### src/rtl/rv_csr_pkg.sv
// Shared types and constants for the Zicsr access initiator: funct3 encodings,
// FSM states and well-known CSR addresses.
package rv_csr_pkg;

  typedef enum logic [2:0] {
    F3_RW  = 3'b001,
    F3_RS  = 3'b010,
    F3_RC  = 3'b011,
    F3_RWI = 3'b101,
    F3_RSI = 3'b110,
    F3_RCI = 3'b111
  } funct3_e;

  typedef enum logic [1:0] {
    ST_IDLE,
    ST_READ,
    ST_WRITE,
    ST_RESP
  } state_e;

  localparam logic [11:0] CSR_MISA     = 12'h301;
  localparam logic [11:0] CSR_CYCLE    = 12'hc00;
  localparam logic [11:0] CSR_TIME     = 12'hc01;
  localparam logic [11:0] CSR_INSTRET  = 12'hc02;
  localparam logic [11:0] CSR_CYCLEH   = 12'hc80;
  localparam logic [11:0] CSR_TIMEH    = 12'hc81;
  localparam logic [11:0] CSR_INSTRETH = 12'hc82;

endpackage

### src/rtl/rv_csr_alu.sv
// Combinational new-value computation for CSRRW/RS/RC and their immediate forms.
module rv_csr_alu
  import rv_csr_pkg::*;
#(
  parameter int xlen = 64
) (
  input  logic [2:0]      funct3,
  input  logic [xlen-1:0] old,
  input  logic [xlen-1:0] operand,
  output logic [xlen-1:0] new_value
);

  always_comb begin
    new_value = '0;
    case (funct3)
      F3_RW, F3_RWI: new_value = operand;
      F3_RS, F3_RSI: new_value = old | operand;
      F3_RC, F3_RCI: new_value = old & ~operand;
      default:       new_value = '0;
    endcase
  end

endmodule

### src/rtl/rv_csr_access.sv
// Zicsr access initiator: one read-modify-write on a combinational CSR responder per instruction.
// Optional RV_CSR_ACCESS_RO_CHECK_EN flags writes to read-only CSRs (csr[11:10] == 2'b11) locally.
//
// state    | meaning
// ST_IDLE  | ready for a request
// ST_READ  | load strobe (if reading), capture old value / responder sigill
// ST_WRITE | store strobe (if writing and still legal)
// ST_RESP  | response held until writeback accepts it
module rv_csr_access
  import rv_csr_pkg::*;
#(
  parameter  bit rv64 = 1'b1,
  localparam int xlen = rv64 ? 64 : 32
) (
  input  logic            clock,
  input  logic            reset,
  input  logic            req_valid,
  output logic            req_ready,
  input  logic [2:0]      req_funct3,
  input  logic [11:0]     req_csr,
  input  logic [4:0]      req_rs1,
  input  logic [xlen-1:0] req_rs1_value,
  input  logic [4:0]      req_rd,
  output logic            rsp_valid,
  input  logic            rsp_ready,
  output logic [4:0]      rsp_rd,
  output logic [xlen-1:0] rsp_value,
  output logic            rsp_sigill,
  output logic [11:0]     csr,
  output logic            load,
  output logic            store,
  output logic [xlen-1:0] store_value,
  input  logic [xlen-1:0] load_value,
  input  logic            sigill
);

  state_e          state;
  logic [2:0]      funct3_q;
  logic [4:0]      rd_q;
  logic [xlen-1:0] operand_q;
  logic [xlen-1:0] old_q;
  logic            do_read_q;
  logic            do_write_q;
  logic            illegal_q;

  logic            legal;
  logic            rw_form;
  logic            do_read;
  logic            do_write;
  logic            ro_hit;
  logic [xlen-1:0] operand;
  logic [xlen-1:0] old_next;
  logic [xlen-1:0] new_value;
  logic            store_go;

  always_comb begin
    legal    = (req_funct3[1:0] != 2'b00);
    rw_form  = (req_funct3[1:0] == 2'b01);
    do_read  = legal && (!rw_form || (req_rd != 5'd0));
    do_write = legal && (rw_form || (req_rs1 != 5'd0));
    operand  = req_funct3[2] ? {{(xlen-5){1'b0}}, req_rs1} : req_rs1_value;
  end

`ifdef RV_CSR_ACCESS_RO_CHECK_EN
  assign ro_hit = do_write && (req_csr[11:10] == 2'b11);
`else
  assign ro_hit = 1'b0;
`endif

  // Resolved in READ so the store strobe and data can be registered for WRITE.
  always_comb begin
    old_next = (do_read_q && !sigill) ? load_value : '0;
    store_go = do_write_q && !illegal_q && !sigill;
  end

  rv_csr_alu #(.xlen(xlen)) u_alu (
    .funct3    (funct3_q),
    .old       (old_next),
    .operand   (operand_q),
    .new_value (new_value)
  );

  always_ff @(posedge clock) begin
    if (reset) begin
      state       <= ST_IDLE;
      req_ready   <= 1'b1;
      rsp_valid   <= 1'b0;
      rsp_rd      <= '0;
      rsp_value   <= '0;
      rsp_sigill  <= 1'b0;
      csr         <= '0;
      load        <= 1'b0;
      store       <= 1'b0;
      store_value <= '0;
      funct3_q    <= '0;
      rd_q        <= '0;
      operand_q   <= '0;
      old_q       <= '0;
      do_read_q   <= 1'b0;
      do_write_q  <= 1'b0;
      illegal_q   <= 1'b0;
    end else begin
      case (state)
        ST_IDLE: begin
          if (req_valid) begin
            funct3_q   <= req_funct3;
            rd_q       <= req_rd;
            operand_q  <= operand;
            do_read_q  <= do_read;
            do_write_q <= do_write;
            illegal_q  <= !legal || ro_hit;
            csr        <= req_csr;
            load       <= do_read && !ro_hit;
            req_ready  <= 1'b0;
            state      <= ST_READ;
          end
        end
        ST_READ: begin
          load        <= 1'b0;
          old_q       <= old_next;
          illegal_q   <= illegal_q | sigill;
          store       <= store_go;
          store_value <= store_go ? new_value : '0;
          state       <= ST_WRITE;
        end
        ST_WRITE: begin
          store       <= 1'b0;
          store_value <= '0;
          csr         <= '0;
          illegal_q   <= illegal_q | sigill;
          rsp_valid   <= 1'b1;
          rsp_rd      <= rd_q;
          rsp_sigill  <= illegal_q | sigill;
          rsp_value   <= (illegal_q | sigill) ? '0 : old_q;
          state       <= ST_RESP;
        end
        ST_RESP: begin
          if (rsp_ready) begin
            rsp_valid <= 1'b0;
            req_ready <= 1'b1;
            state     <= ST_IDLE;
          end
        end
        default: state <= ST_IDLE;
      endcase
    end
  end

endmodule

### config.mk
export PLATFORM = sky130hd
export DESIGN_NAME = rv_csr_access
export DESIGN_NICKNAME = d
export VERILOG_FILES = /design/src/rtl/rv_csr_pkg.sv /design/src/rtl/rv_csr_alu.sv /design/src/rtl/rv_csr_access.sv
export SDC_FILE = /design/constraint.sdc
export NUM_CORES = 1
export LEC_CHECK = 0
export CAP_MARGIN = 30
export CORE_MARGIN = 10
export CORE_UTILIZATION = 40
export DETAILED_ROUTE_END_ITERATION = 10
export PLACE_DENSITY = 0.7
export SYNTH_ARGS = -nofsm -noshare
export SYNTH_HDL_FRONTEND = slang
export SYNTH_SLANG_ARGS = --single-unit
### constraint.sdc
create_clock -name clock -period 1.82 [get_ports clock]
set_clock_uncertainty 0.1 [all_clocks]
set_input_delay 0.364 -clock clock [delete_from_list [all_inputs] [get_ports clock]]
set_output_delay 0.364 -clock clock [all_outputs]
set_load 0.02 [all_outputs]
* After elaboration in Yosys (flattened, before gate mapping)
Cells that the tools add are included.
** Word-level totals
- Bits in registers :: 291
- Input port bits :: 158
- Output and inout bits :: 150
** Cells by class
- Equal/unequal tests :: 12
- Multiplexer cells :: 21
- Bitwise operators :: 4
- Reduce and logical (&&, ||, !) cells :: 32
** Operators with widths (number)
- 64-bit 2-to-1 mux :: 4
- 64-bit one-hot mux with 3 select lines :: 1
- 64-bit one-hot mux with 2 select lines :: 1
- 64-bit bitwise AND :: 1
- 64-bit inverter :: 1
- 64-bit bitwise OR :: 1
- 12-bit one-hot mux with 2 select lines :: 1
- 2-bit nonzero test :: 7
- 12-bit 2-to-1 mux :: 1
- 2-bit AND reduction :: 6
- 1-bit one-hot mux with 2 select lines :: 5
- 5-bit nonzero test :: 2
- 3-bit equality test (second input constant) :: 3
- 2-bit one-hot mux with 4 select lines :: 1
- 2-bit OR reduction :: 4
- 3-bit by 2-bit equality test with 1-bit output (second input constant) :: 2
- 1-bit logical AND :: 5
- 1-bit 2-to-1 mux :: 5
- 2-bit by 1-bit equality test with 1-bit output (second input constant) :: 2
- 2-bit equality test (second input constant) :: 2
- 1-bit zero test :: 4
- 2-bit 2-to-1 mux :: 2
- 2-bit != test (second input constant) :: 2
- 3-bit by 1-bit equality test with 1-bit output (second input constant) :: 1
- other kinds (4) :: 5

* Logic depth before layout (Yosys ltp)
Gate-level depths: netlist of the first run.
- Depth in word-level cells :: 7
- Mapped depth :: 8

* Cells and area by module
From an unflattened synthesis of the first run, not the netlist that was laid out.
** Unflattened totals
- Cell total of the unflattened synthesis :: 1458
- Area total of the unflattened synthesis :: 12838.6 um^2
** By module, submodules not included
- rv_csr_access :: instances 1, cells each 1243, area each 11239.5 um^2
- rv_csr_alu :: instances 1, cells each 215, area each 1599.0 um^2

* Worst setup path before layout of the first run
OpenSTA, ideal clock, no wires.
- Path type :: flip-flop to flip-flop
- From :: register state[0]
- To :: register store_value[18]
- Arrival time :: 1.547 ns
- Setup slack :: 0.104 ns
- Stages on the path, launching flop included :: 8
- Path through :: dfxtp_1 > inv_1 > ha_1 > clkbuf_1 > nor2b_1 > o211ai_2 > buf_6 > o21ai_1
** On the way
- Cells in the longest elaborated chain, start to end :: 2
- Elaborated cells on any way between the ends :: 4
** Ends and longest elaborated chain
- from (decl) :: RTL line rv_csr_access.sv:37 : state_e state;
- from (signal assigned) :: RTL line rv_csr_access.sv:85 : state <= ST_IDLE;
- from (signal assigned) :: RTL line rv_csr_access.sv:115 : state <= ST_READ;
- from (signal assigned) :: RTL line rv_csr_access.sv:124 : state <= ST_WRITE;
- 2-bit equality test / 2-bit by 1-bit equality test with 1-bit output (equally long branches) :: RTL line rv_csr_access.sv:103 : case (state)
- 64-bit one-hot mux with 2 select lines / 2-bit nonzero test (equally long branches)
- to (signal assigned) :: RTL line rv_csr_access.sv:123 : store_value <= store_go ? new_value : '0;
- to (decl) :: RTL line rv_csr_access.sv:32 : output logic [xlen-1:0] store_value,
Parallel ways exist; a longest one is shown, timed or not.
A chain may end at the register's enable or synchronous reset.

* Final worst setup path of the first run
- From :: register rsp_value[62]
- To :: output port rsp_value[62]
** RTL lines
- from (decl) :: RTL line rv_csr_access.sv:27 : output logic [xlen-1:0] rsp_value,
- from (signal assigned) :: RTL line rv_csr_access.sv:134 : rsp_value <= (illegal_q | sigill) ? '0 : old_q;
No word-level cell between the ends.

==> results of run 1 <==
==> cells by family (layout without fill, tap and decap cells) <==
group / Yosys count / after routing
adder cells (fa/ha/maj): 4 / 4
buffers and inverters: 132 / 410
XOR/XNOR: 1 / 1
other: 0 / 2
AND/OR/NAND/NOR: 590 / 590
AO/OA/AOI/OAI: 370 / 370
multiplexers: 12 / 12
flip-flops: 290 / 290
==> sequential cells by signal (all words and copies together) (netlist names) <==
register	count
do_write_q	1
state	2
rsp_rd	5
store	1
illegal_q	1
operand_q	64
rd_q	5
rsp_valid	1
req_ready	1
funct3_q	2
store_value	64
rsp_sigill	1
do_read_q	1
csr	12
old_q	64
load	1
rsp_value	64
==> worst reg2reg max path: stages (launching register included) <==
cell and delay [ps]:
dfxtp_1 390, inv_1 130, ha_4 310, nor2b_1 120
buf_4 140, o211ai_4 90, buf_12 190, o21ai_0 190
==> final cells by class <==
| cell class | instances | area (um2) |
|---|---|---|
| antenna | 2 | 5.005 |
| clock buffer | 42 | 897.1 |
| clock inverter | 7 | 63.81 |
| fill | 2684 | 12590 |
| inverter | 4 | 15.01 |
| multi-input combinational | 977 | 5418 |
| sequential | 290 | 5807 |
| tap | 384 | 480.5 |
| timing repair buffer | 357 | 3578 |
==> metrics by stage <==
step | hold slack [ps] | cells
floorplan | 332.5 | 1399
global placement | 334.2 | 2010
detailed placement | 341.6 | 2011
CTS | 258.2 | 2061
global route | 278.5 | 2063
finish | 283.3 | 2063
==> routing by layer <==
layer / up-vias / wire length (um)
met2: 411 / 18420
met5: - / 22
li1: 5348 / -
met4: 4 / 1049
met3: 71 / 3673
met1: 5184 / 16730
==> report_power, final <==
part / total (mW) / internal, mW / switching (mW)
logic: 5.55 / 2.23 / 3.32
clock network: 6.01 / 3.53 / 2.48
registers: 7.09 / 6.78 / 0.303
total: 18.6 / 12.5 / 6.11
==> synth_stat cells, types with 3 or more instances <==
master / instances
clkbuf_1: 61
ha_1: 4
nor2_1: 16
buf_4: 3
buf_6: 5
nor2b_1: 68
buf_2: 50
a21oi_1: 213
nand3b_1: 59
a21o_1: 13
nand2_1: 220
mux2i_1: 11
clkbuf_2: 3
dfxtp_1: 290
inv_1: 4
o21ai_1: 60
o21ai_0: 6
nand2b_1: 78
a22oi_1: 30
nand3_1: 141
a32oi_1: 34
buf_1: 6
a211oi_1: 7
==> path summary, 6_finish.rpt <==
kind / start / end / slack, ps
max: rsp_value[62]$_SDFFE_PP0P_ / rsp_value[62] / 60
min: req_rd[4] / rd_q[4]$_SDFFE_PP0P_ / 280
max reg2reg: state[1]$_SDFFE_PP0P_ / store_value[5]$_SDFFE_PP0P_ / 80
min reg2reg: store_value[38]$_SDFFE_PP0P_ / store_value[38]$_SDFFE_PP0P_ / 340
==> repair_timing <==
| action | 4_1_cts | 5_1_grt |
|---|---|---|
| hold buffers | 1 | 0 |
| resized for setup | 150 | 8 |
| endpoints found under the setup margin | 150 | 131 |
| hold endpoints to repair | 3 | 0 |
==> flow_metrics.tcl, run 1 <==
set metrics [dict create \
    pre_cts_slack_ps -147.7 \
    final_antenna_net_count 0 \
    seq_area_frac_synth_pct 49.40 \
    ys_seq_elements 290 \
    avgViaCountPerCell 5.341 \
    dieArea_um2 36630 \
    critPathKind "flip-flop to primary output" \
    path_clk_slew_ps 60 \
    wl_per_cell_um 19.34 \
    layout_common_cells "dfxtp_1, nand2_1, a21oi_1" \
    ioPinCount 308 \
    dpl_cell_area_um2 15440 \
    final_area_um2 16260 \
    synth_area_leaders "dfxtp_1, a21oi_1, nand2_1" \
    netlist_area_um2 11750 \
    crit_path_cell_trace "dlygate4sd2_1" \
    rows 62 \
    die_width_um 191.4 \
    dp.final_hpwl_um 26550 \
    hold_violations 0 \
    path_buf_inv 1 \
    max_cap_violations 0 \
    vias 11020 \
    p_leak_nw 6.124 \
    yosysTopAreaCell "dfxtp_1" \
    grt_use_total_pct 20.73 \
    synth_top_family_by_area "simple AND/OR/NAND/NOR gates" \
    worst_slew_pin_slew_ps 678.1 \
    synthSimpleGateAreaFrac_pct 25.72 \
    status "complete, no violations" \
    grt_pass1_vias 10830 \
    grt_start_max_net_pins 131 \
    root_buffer "clkbuf_16" \
    cts.sinks 290 \
    power_mw 18.65 \
    async_reset_ff_share_pct 0 \
    yosys.area.top_type_share_pct 49.40 \
    cts_made_buffers 31 \
    drt_iter0_drc 679 \
    h-tree-depth 1 \
    fin_setup_tns_ps 0 \
    grt_pass1_wl_um 61550 \
    cts_tree "yes" \
    cp.depth 1 \
    synthCells 1399 \
    setup_viol 0 \
    p_per_area_nw_per_um2 1147 \
    fp.dieH_um 191.4 \
    timing.final.crit_period_ps 1760 \
    clock_latency_ps 550 \
    fp.coreArea_um2 28860 \
    drive_gt1_share_pct 6.857 \
    globalRouteMet2Util_pct 33.40 \
    fin_crit_sh_pct 96.70 \
    postSynthNetCount 1561 \
    synth_compound_area_share_pct 18.14 \
    cp_slowest_cell "dlygate4sd2_1" \
    syn_to_final_growth_pct 38.40 \
    critPathTopFamily "buffers and inverters" \
    ys.flop_type "dfxtp_1" \
    utilization_pct 56.36 \
    antenna_found_initial 4 \
    worstSetupEndpointType "primary output" \
    synth_edf_count 0 \
    timing.fmax_mhz 568.2 \
    crit_fanout 2 \
    hold_class "input pin to flip-flop" \
    critical_path_required_ps 1360 \
    grt-busiest-layer "met2" \
    clockBufferDepth 3 \
    synthAdderAreaFrac_pct 0.4259 \
    crit_path_max_incr_delay_ps 380 \
    use_met1_pct 26.07 \
    grt-ovfl-total 0 \
    muxShareOfSynthArea_pct 1.033 \
    place.gp.congestion 0.8050 \
    synthXorXnorAreaFrac_pct 0.07453 \
    worstSetupStartpointType "flip-flop" \
    mostFrequentLayoutCell "dfxtp_1" \
    firstDrtPassIters 5 \
    drc 0 \
    grt_use_met3_pct 6.378 \
    routed_wirelength_um 39890 \
    hold_depth 3 \
    syn_area_per_cell_um2 8.400 \
    ff2ff_path_depth 7 \
    report.final.slew_viol_count 0 \
    io_buffers 307 \
    nets 1823 \
    relSlewSlack_pct 54.79 \
    ys_warn_count 0 \
    vdd_drop_max_mv 0.8200 \
    cts_setup_buffers 0 \
    yosysUniqueCellTypes 40 \
    worst_slack_ps 60.12 \
    crit_arrival_ps 1300 \
    start_util_pct 40.72 \
]
Power figures use the tool's default switching activity.
==> run 2, diff against run 1 <==
CORE_UTILIZATION = 44   (was 40)
PLACE_DENSITY = 0.76   (was 0.7)
==> run 2 against run 1 <==
Non-clock buffer count up 3. Sequential share of layout area grew 0.082 points. Cell area fell by 0.21%. Critical endpoint is now store_value[22]. Die area is 8.2% lower. Largest power group unchanged. Critical path depth is the same.
==> flow_metrics.tcl, run 2 (synthesized netlist as in run 1, its figures left out) <==
set metrics [dict create \
    crit_fanout 2 \
    grt_setup_unrepaired "true" \
    drt_iter0_drc 1150 \
    cts.sinks 290 \
    worstSetupEndpointType "primary output" \
    timing.final.crit_period_ps 1771 \
    final_antenna_net_count 0 \
    hold_violations 0 \
    critPathTopFamily "flip-flops" \
    critical_path_required_ps 1360 \
    dpl_cell_area_um2 15310 \
    path_buf_inv 1 \
    grt_use_total_pct 22.30 \
    cp_slowest_cell "dfxtp_1" \
    worstSetupStartpointType "flip-flop" \
    h-tree-depth 1 \
    start_util_pct 44.84 \
    die_width_um 183.4 \
    power_mw 18.69 \
    nets 1826 \
    root_buffer "clkbuf_16" \
    hold_class "input pin to flip-flop" \
    cts_made_buffers 30 \
    antenna_found_initial 1 \
    syn_to_final_growth_pct 38.12 \
    fp.dieH_um 183.4 \
    critPathKind "flip-flop to primary output" \
    crit_path_cell_trace "dlygate4sd2_1" \
    wl_per_cell_um 19.93 \
    rows 59 \
    setup_viol 0 \
    avgViaCountPerCell 5.557 \
    drc 0 \
    clock_latency_ps 550 \
    path_clk_slew_ps 60 \
    grt_pass1_wl_um 61430 \
    layout_common_cells "dfxtp_1, nand2_1, a21oi_1" \
    whs_ps 292.1 \
    fin_setup_tns_ps 0 \
    timing.fmax_mhz 564.8 \
    io_buffers 307 \
    report.final.slew_viol_count 0 \
    fp.coreArea_um2 26210 \
    worst_slew_pin_slew_ps 551.7 \
    routed_wirelength_um 40310 \
    vias 11240 \
    cts_tree "yes" \
    dp.final_hpwl_um 26160 \
    grt_pass1_vias 10950 \
    antennaDiodeCount 0 \
    grt_start_max_net_pins 150 \
    status "complete, no violations" \
    clockBufferDepth 3 \
    place.gp.congestion 0.8171 \
    mostFrequentLayoutCell "dfxtp_1" \
    ioPinCount 308 \
    p_leak_nw 6.154 \
    dieArea_um2 33640 \
    crit_arrival_ps 1310 \
    p_per_area_nw_per_um2 1152 \
    fin_crit_sh_pct 97.29 \
    final_area_um2 16230 \
    crit_path_max_incr_delay_ps 390 \
    grt-ovfl-total 0 \
    drive_gt1_share_pct 7.227 \
    relSlewSlack_pct 63.16 \
    max_cap_violations 0 \
    firstDrtPassIters 5 \
    fillers 2319 \
    vdd_drop_max_mv 1.046 \
    stdcell_count 2023 \
    place_inst 1962 \
]
[run 2: what timing repair did]
| action | CTS | global route |
|---|---|---|
| pin swaps | 1 | 1 |
| buffers inserted | 0 | 2 |
| cloned | 1 | 1 |
| endpoints found under the hold margin | 1 | 0 |
| hold buffers | 1 | 0 |
| resized for setup | 151 | 7 |
| setup endpoints to repair | 159 | 59 |
[run 2: per-layer routing]
metal	track usage, %	vias to the layer above	share of wire [%]
met4	5.705	2	2.1
met3	6.423	58	9.0
met2	36.36	451	47
li1	-	5361	-
met5	0	-	0.032
met1	28.38	5370	42
[run 2: cell type report]
class | instances | area, um2 | share of cell area, %
clock inverters | 11 | 86.33 | 0.5319
clock buffers | 45 | 908.4 | 5.597
repair buffers | 360 | 3561 | 21.94
multi-input cells | 978 | 5433 | 33.47
inverters | 4 | 15.01 | 0.09251
well taps | 335 | 419.2 | 2.582
flip-flops and latches | 290 | 5808 | 35.78
[run 2: path summary, 6_finish.rpt]
check | startpoint | endpoint | slack [ps] | cells after the start
setup / recovery | store_value[22]$_SDFFE_PP0P_ | store_value[22] | 50 | 1
hold / removal | req_rs1_value[48] | operand_q[48]$_SDFFE_PP0P_ | 290 | 3
setup reg to reg | state[1]$_SDFFE_PP0P_ | store_value[15]$_SDFFE_PP0P_ | 80 | 7
hold reg to reg | store_value[38]$_SDFFE_PP0P_ | store_value[38]$_SDFFE_PP0P_ | 340 | 2
[run 2: where the power goes]
group / switching (mW) / total, mW / internal (mW)
logic: 3.34 / 5.46 / 2.12
registers: 0.328 / 7.11 / 6.78
clock network: 2.55 / 6.12 / 3.58
[run 2: per-stage QoR]
step                      util [%]  worst slack [ps]
after floorplan                  -             103.8
after global placement       58.41            -159.4
after detailed placement     58.41            -199.1
after CTS                    61.60            -2.808
after global routing         61.93            -9.681
final                        61.93             49.35
==> run 3, diff against run 2 <==
CORE_MARGIN = 5   (was 10)
MAX_ROUTING_LAYER = met4   (was default)
==> run 3 against run 2 <==
Register-to-register slack better by 50 ps. Die area decreased by 11%. Critical path depth unchanged. Hold slack lost 75 ps. Critical path type unchanged. Critical endpoint is now rsp_value[63].
==> flow_metrics.tcl, run 3 (synthesized netlist as in run 1, its figures left out) <==
set metrics [dict create \
    cts_made_buffers 30 \
    grt_pass1_wl_um 58990 \
    crit_fanout 2 \
    fp.dieH_um 173.4 \
    whs_ps 217.3 \
    dieArea_um2 30080 \
    drt_iter0_drc 910 \
    path_buf_inv 1 \
    drc 0 \
    fin_crit_sh_pct 96.18 \
    report.final.slew_viol_count 0 \
    routed_wirelength_um 37200 \
    critPathKind "flip-flop to primary output" \
    r2r-end "store_value[13]$_SDFFE_PP0P_" \
    antennaDiodeCount 0 \
    hold_class "input pin to flip-flop" \
    regArea_um2 5807 \
    critical_path_required_ps 1360 \
    worst_hold_startpoint "reset" \
    ff2ff_path_depth 6 \
    worst_slew_pin_slew_ps 696.3 \
    vdd_drop_max_mv 0.7434 \
    avgViaCountPerCell 5.533 \
    dpl_cell_area_um2 15320 \
    worstSetupStartpointType "flip-flop" \
    regToRegSetupSlack_ps 130 \
    fp.coreArea_um2 26210 \
    layout_common_cells "dfxtp_1, nand2_1, a21oi_1" \
    final_antenna_net_count 0 \
    cp_slowest_cell "dfxtp_1" \
    io_buffers 307 \
    die_width_um 173.4 \
    p_leak_nw 6.098 \
    timing.fmax_mhz 571.3 \
    mostFrequentLayoutCell "dfxtp_1" \
    relSlewSlack_pct 53.58 \
    crit_path_max_incr_delay_ps 400 \
    multi_input_area_um2 5411 \
    wl_per_cell_um 18.49 \
    grt_start_max_net_pins 145 \
    critPathTopFamily "flip-flops" \
    clockBufferDepth 3 \
    postCtsHoldBufs 0 \
    h-tree-depth 1 \
    root_buffer "clkbuf_16" \
    drive_gt1_share_pct 6.500 \
    crit_path_cell_trace "dlygate4sd2_1" \
    status "complete, no violations" \
    r2r-start "state[1]$_SDFFE_PP0P_" \
    worst_slack_ps 69.51 \
    final_area_um2 16140 \
    ioPinCount 308 \
    hold_depth 3 \
    start_util_pct 44.84 \
    antenna_found_initial 0 \
    dp.final_hpwl_um 23740 \
    vias 11130 \
    pre_cts_slack_ps -164.3 \
    path_clk_slew_ps 60 \
    grt-ovfl-total 0 \
    max_cap_violations 0 \
    cts.sinks 290 \
    p_per_area_nw_per_um2 1149 \
    fillers 2323 \
    power_mw 18.55 \
    clock_latency_ps 540 \
    rows 59 \
    min_to "operand_q[63]$_SDFFE_PP0P_" \
    crit_arrival_ps 1290 \
    firstDrtPassIters 7 \
    timing.final.crit_period_ps 1750 \
    worstSetupEndpointType "primary output" \
    grt_use_total_pct 24.13 \
    utilization_pct 61.59 \
    grt_pass1_vias 11040 \
    syn_to_final_growth_pct 37.35 \
    cts_tree "yes" \
    hold_violations 0 \
    setup_viol 0 \
    place.gp.congestion 0.8088 \
    nets 1816 \
]
run 3: cell types whose count changed in the layout (fill, tap and decap cells not counted), sizes merged:
cell | before | now
xor2 | 2 | 1
clkbuf | 46 | 47
clkinv | 9 | 6
dlygate4sd3 | 1 | 0
buf | 53 | 46
clkinvlp | 1 | 0
bufinv | 1 | 2
run 3: worst max path at each step:
stage | start | cells past startpoint | endpoint
after floorplan | state[0]$_SDFFE_PP0P_ | 7 | store_value[18]$_SDFFE_PP0P_
after global placement | sigill | 6 | store_value[62]$_SDFFE_PP0P_
after detailed placement | sigill | 5 | store_value[61]$_SDFFE_PP0P_
after CTS | state[1]$_SDFFE_PP0P_ | 6 | store_value[49]$_SDFFE_PP0P_
after global routing | state[1]$_SDFFE_PP0P_ | 6 | store_value[14]$_SDFFE_PP0P_
final | rsp_value[63]$_SDFFE_PP0P_ | 1 | rsp_value[63]
run 3: report_power, final:
group	switching, mW	internal, mW	leakage (nW)
clock network	2.47	3.64	0.489
logic	3.26	2.10	3.26
registers	0.301	6.78	2.35
run 3: area by class of cell:
class	instances	area share, %
timing repair buffer	351	21.70
clock buffer	47	5.550
tap	335	2.597
inverter	4	0.09302
clock inverter	8	0.5581
sequential	290	35.98
multi-input combinational	977	33.53
run 3: stage by stage:
| stage | setup TNS (ps) | cells |
|---|---|---|
| 2_1_floorplan | 0 | 1399 |
| 3_3_place_gp | -9770 | 1955 |
| 3_5_place_dp | -18770 | 1956 |
| 4_1_cts | 0 | 2011 |
| 5_1_grt | -5.237 | 2012 |
| 6_report | 0 | 2012 |
run 3: per-layer routing:
layer	GRT usage [%]	part of all wire (%)	vias up
li1	-	-	5346
met1	30.27	42	5255
met2	38.47	46	459
met3	5.562	8.6	73
met4	8.380	3.5	0
met5	-	0	-
run 3: timing repair:
| action | 4_1_cts | 5_1_grt |
|---|---|---|
| endpoints found under the setup margin | 151 | 62 |
| gates cloned | 0 | 0 |
| setup buffers | 0 | 1 |
| pin swaps | 0 | 1 |
| resized for setup | 151 | 4 |
| hold endpoints to repair | 0 | 0 |
